==> src/rtl/axis_traffic_pkg.sv <==
// Shared constants and helpers for the AXI-Stream bulk traffic checker.
// Holds pattern encodings, LFSR polynomial and generator state encoding.
package axis_traffic_pkg;

    // x^16 + x^14 + x^13 + x^11 + 1, right-shifting Galois form
    localparam logic [15:0] LFSR_TAPS = 16'hB400;
    localparam logic [15:0] DEF_SEED = 16'hACE1;

    localparam int PAT_COUNT = 0;
    localparam int PAT_LFSR = 1;

    typedef enum logic [1:0] {
        ST_IDLE,
        ST_SEND,
        ST_GAP,
        ST_DONE
    } gen_state_e;

    function automatic logic [15:0] lfsr_next(input logic [15:0] s);
        return {1'b0, s[15:1]} ^ (s[0] ? LFSR_TAPS : 16'h0000);
    endfunction

    function automatic logic [15:0] sat_add(
        input logic [15:0] v,
        input logic [1:0] n
    );
        logic [16:0] s;
        s = {1'b0, v} + {15'd0, n};
        return s[16] ? 16'hFFFF : s[15:0];
    endfunction

endpackage

==> src/rtl/axis_pattern_gen.sv <==
// Payload pattern generator shared by the tx source and rx checker.
// Counter or LFSR; steps only when advance is high.
import axis_traffic_pkg::*;

module axis_pattern_gen #(
    parameter int WIDTH = 8,
    parameter int PATTERN = PAT_COUNT,
    parameter logic [15:0] SEED = DEF_SEED
) (
    input  logic             clock,
    input  logic             reset,
    input  logic             load,
    input  logic             advance,
    output logic [WIDTH-1:0] data
);

    if (PATTERN == PAT_COUNT) begin : g_cnt
        logic [WIDTH-1:0] cnt;

        // Count accepted beats; continuous across packets
        always_ff @(posedge clock) begin
            if (reset || load) begin
                cnt <= '0;
            end else if (advance) begin
                cnt <= cnt + 1'b1;
            end
        end

        assign data = cnt;
    end else begin : g_lfsr
        logic [15:0] state;
        logic [15:0] step1;
        logic [15:0] step2;

        assign step1 = lfsr_next(state);
        assign step2 = lfsr_next(step1);

        // Wide words consume two LFSR steps per beat
        always_ff @(posedge clock) begin
            if (reset || load) begin
                state <= SEED;
            end else if (advance) begin
                state <= (WIDTH == 32) ? step2 : step1;
            end
        end

        if (WIDTH == 32) begin : g_w32
            assign data = {state, step1};
        end else begin : g_narrow
            assign data = state[WIDTH-1:0];
        end
    end

endmodule

==> config.mk <==
export PLATFORM = sky130hd
export DESIGN_NAME = axis_pattern_gen
export DESIGN_NICKNAME = d
export VERILOG_FILES = /design/src/rtl/axis_traffic_pkg.sv /design/src/rtl/axis_pattern_gen.sv
export SDC_FILE = /design/constraint.sdc
export NUM_CORES = 1
export LEC_CHECK = 0
export ABC_CLOCK_PERIOD_IN_PS = 1200
export CAP_MARGIN = 20
export CORE_AREA = 2 2 39 41
export CTS_BUF_LIST = sky130_fd_sc_hd__clkbuf_8
export DETAILED_ROUTE_END_ITERATION = 10
export DIE_AREA = 0 0 41 43
export PLACE_DENSITY = 0.62
export RECOVER_POWER = 50
export SLEW_MARGIN = 20
export SYNTH_ARGS = -nofsm -noshare
export SYNTH_HDL_FRONTEND = slang
export SYNTH_SLANG_ARGS = --single-unit
==> constraint.sdc <==
create_clock -name clock -period 1.2 [get_ports clock]
set_clock_uncertainty 0.15 [all_clocks]
set_input_delay 0.18 -clock clock [delete_from_list [all_inputs] [get_ports clock]]
set_output_delay 0.18 -clock clock [all_outputs]
set_load 0.005 [all_outputs]
; Word level (Yosys, flattened, before mapping)
; Index checks and enable logic that the tools add are counted.
[op_classes]
addsub = 1
n_reduce_logical = 1
[ops]
columns = op, count
row1 = adder 8 x 1 -> 8 bit (second input constant), 1
row2 = logical OR 1 bit, 1
[totals]
reg_bits = 8
in_bits = 4
output_inout_bits = 8

; Longest topological paths before layout
; Gate-level depths: netlist (run 1).
[depth]
ltp_word = 1
depth_mapped = 4

; Worst setup path after synthesis (run 1)
; No wires, ideal clock.
[synth_path]
path_kind = register to register
start = register g_cnt.cnt[0] (netlist: data[0])
end = register g_cnt.cnt[6] (netlist: data[6])
arrival_ps = 1130
setup_slack_ps = -150
stages_incl_launch_ff = 5
path_buffers = 0
period_less_slack_ps = 1350
cell_sequence = dfxtp_1 > ha_1 > nand3_1 > or3_1 > a21oi_1
[synth_via]
elab_chain_cells = 1
[synth_rtl]
columns = item, line_no
row1 = "start, declared", axis_pattern_gen.sv:18  ; logic [WIDTH-1:0] cnt;
row2 = "start signal, assigned", axis_pattern_gen.sv:25  ; cnt <= cnt + 1'b1;
row3 = adder 8 x 1 -> 8 bit, axis_pattern_gen.sv:25
; Every way passes these cells.
; A chain may end at the register's enable or synchronous reset.

; Worst setup path after layout (run 1)
; Ends and elaborated chain as after synthesis.

==> flow_metrics.tcl, run 1 <==
set metrics [dict create \
    outcome "complete, but fails checks" \
    failed_checks "negative setup slack" \
    crit_cells 4 \
    synthToLayoutAreaGrowth_pct 82.6 \
    synth_seq_cells 8 \
    cts-buffers-inserted 3 \
    grt_max_degree 9 \
    power.leakage_uw 0.000274 \
    dpl.hpwl_um 564 \
    dieWidth_um 41 \
    num_io_pins 12 \
    period_share_pct 106 \
    setup.worst_path.end "data[6]$_SDFFE_PP0P_" \
    clkSinkCount 8 \
    p_per_area_mw_per_mm2 1020 \
    postLayoutCellArea_um2 631 \
    hold_buffers 0 \
    design.die.area_mm2 0.00176 \
    synth.yosys.seq_area_share_pct 46.4 \
    gr-total-overflow 0 \
    avgSynthCellArea_um2 9.09 \
    final_max_slew_viol_count 0 \
    fin_crit_ns 1.27 \
    htree_levels 1 \
    reg2reg_depth 4 \
    synthArstFlopShare_pct 0 \
    start_util_pct 25.0 \
    cp-startpoint "data[0]$_SDFFE_PP0P_" \
    die_h_um 43 \
    grt_pass1_wl_um 1370 \
    synth_edf_count 0 \
    grt_util_all_layers_pct 11.5 \
    cp_max_fo 4 \
    synth_top_area_share_pct 46.4 \
    crit_chain "ha_4 -> nand3_2 -> or3_1 -> a21oi_1" \
    peakVddDrop_uv 690 \
    vias 352 \
    final_layout_size_suffix_gt1_share_pct 42.6 \
    power_uw 643 \
    synth.most_common_cell "dfxtp_1" \
    place_congestion 0.682 \
    syn_area_um2 345 \
    endpoint_kind "flop" \
    insertion_delay_ns 0.23 \
    ys_top_cells_by_area "dfxtp_1 (46%), xor2_1 (7.6%), nor2_1 (5.4%)" \
    fin_hold_ws_ns 0.346 \
    worst_slack_ns -0.0738 \
    drc 0 \
    rrSetupSlack_ns -0.07 \
    cpPeakStageDelay_ns 0.37 \
    synth_cell_types 16 \
    syn_inst 38 \
    yosys_warnings 0 \
    final_util_pct 45.6 \
    fill_cells 141 \
    drt-pass1-iter-count 4 \
    place_area_um2 536 \
    crit_path_start_kind "flop" \
    required_ns 1.20 \
    drt_iter0_drc 5 \
    max-slew-margin-rel_pct 87.6 \
    antenna_found_initial 0 \
    cts-root-buf "clkbuf_8" \
    critical-path-top-delay-family "simple AND/OR/NAND/NOR gates" \
    hold_viol_final 0 \
    worst-path-buf-inv 0 \
    synth.cells.most_frequent "dfxtp_1 (8), nor2_1 (5)" \
    tightest_slew_ns 0.185 \
    synth_area_leader_cell "dfxtp_1" \
    r2r_start "data[0]$_SDFFE_PP0P_" \
    syn_nets 43 \
    cts_tree "yes" \
    core-area_mm2 0.00138 \
    timing.fmax_mhz 785 \
    port_buffers 11 \
    clock_path_buffers 2 \
    r2r_end "data[6]$_SDFFE_PP0P_" \
    cp.arrival_ns 1.27 \
    antennaDiodeCount 0 \
    fp-row-count 14 \
    ys.flop_type "dfxtp_1" \
    post_drt_wl_per_cell_um 11.7 \
    drtAntennaViolNets 0 \
    wirelength_um 899 \
    grt_pass1_vias 335 \
    rsz0062_at_grt "true" \
    cpMaxStageDelayCell "dfxtp_4" \
    setup_viol 3 \
    vias_per_cell 4.57 \
    clkTransAtPathRegs_ns 0.05 \
    fin_nets 67 \
    largest_reg_flops 8 \
    cap_violations 0 \
    critPathKind "reg -> reg" \
    hold_path.class "reg -> reg" \
]
[where the power goes]
group,total [uW],internal [uW],leakage [uW],switching (uW)
logic,39.9,23.6,0.000179,16.4
registers,271,266,0.0000682,4.38
clock network,332,222,0.0000269,110
[how the worst min path moves through the flow]
stage,start,to,cells past startpoint
finish,data[6]$_SDFFE_PP0P_,data[6]$_SDFFE_PP0P_,2
global route,data[6]$_SDFFE_PP0P_,data[6]$_SDFFE_PP0P_,2
CTS,data[7]$_SDFFE_PP0P_,data[7]$_SDFFE_PP0P_,2
detailed placement,data[7]$_SDFFE_PP0P_,data[7]$_SDFFE_PP0P_,2
global placement,data[7]$_SDFFE_PP0P_,data[7]$_SDFFE_PP0P_,2
floorplan,advance,data[0]$_SDFFE_PP0P_,3
[layout make-up]
| type | instances | area (um^2) | area share [%] |
|---|---|---|---|
| Clock buffer | 3 | 41.3 | 6.55 |
| Clock inverter | 1 | 3.75 | 0.595 |
| Multi-Input combinational cell | 28 | 211 | 33.5 |
| Sequential cell | 8 | 173 | 27.4 |
| Tap cell | 16 | 20.0 | 3.17 |
| Timing Repair Buffer | 21 | 181 | 28.8 |
[metal layers]
metal,wire (um),vias up,GRT usage [%],part of all wire [%]
met5,0,-,0,0
met4,0,0,4.00,0
met3,55,0,3.14,6.1
met2,484,14,17.8,54
met1,360,159,14.6,40
li1,-,179,-,-
[cells by family after synthesis]
logic type,count (synthesis),share of synthesized area [%]
and+or+nand+nor,16,25.0
muxes,1,2.90
buffers and inverters,2,3.26
xor gates and xnor gates,4,10.1
AOI/OAI and AO/OA,6,8.69
adders and majority gates,1,3.62
DFF,8,46.4
[through the flow]
stage          std cells  setup TNS (ns)  setup WS [ns]
2_1_floorplan         38         -0.0299        -0.0299
3_3_place_gp          70           -1.65         -0.347
3_5_place_dp          70           -1.77         -0.368
4_1_cts               77         -0.0962        -0.0583
5_1_grt               77          -0.461         -0.122
6_report              77          -0.178        -0.0738
[worst reg2reg max path, delay by kind of cell, from the launching register on]
| family | cells | cell delay, ns |
|---|---|---|
| compound gates | 1 | 0.14 |
| fa+ha+maj | 1 | 0.14 |
| flops | 1 | 0.37 |
| simple gates | 2 | 0.39 |
[cell usage in the layout, fill, tap and decap left out, types with 3 or more instances in the layout]
cell	count
xor2_1	3
nor2_1	5
buf_4	8
dlygate4sd2_1	9
clkbuf_8	3
dfxtp_2	4
[repair_timing]
item                       4_1_cts  5_1_grt
pin swaps                        6        3
setup endpoints to repair       11        7
gates resized for setup         17        5
buffers inserted                 3        0
(Power assumes the default switching activity.)
==> inputs of run 2 (changes only) <==
ABC_CLOCK_PERIOD_IN_PS = unset   (was 1200)
==> results of run 2 <==
Same layout as run 1: the final DEF is identical, and so are final timing and power.
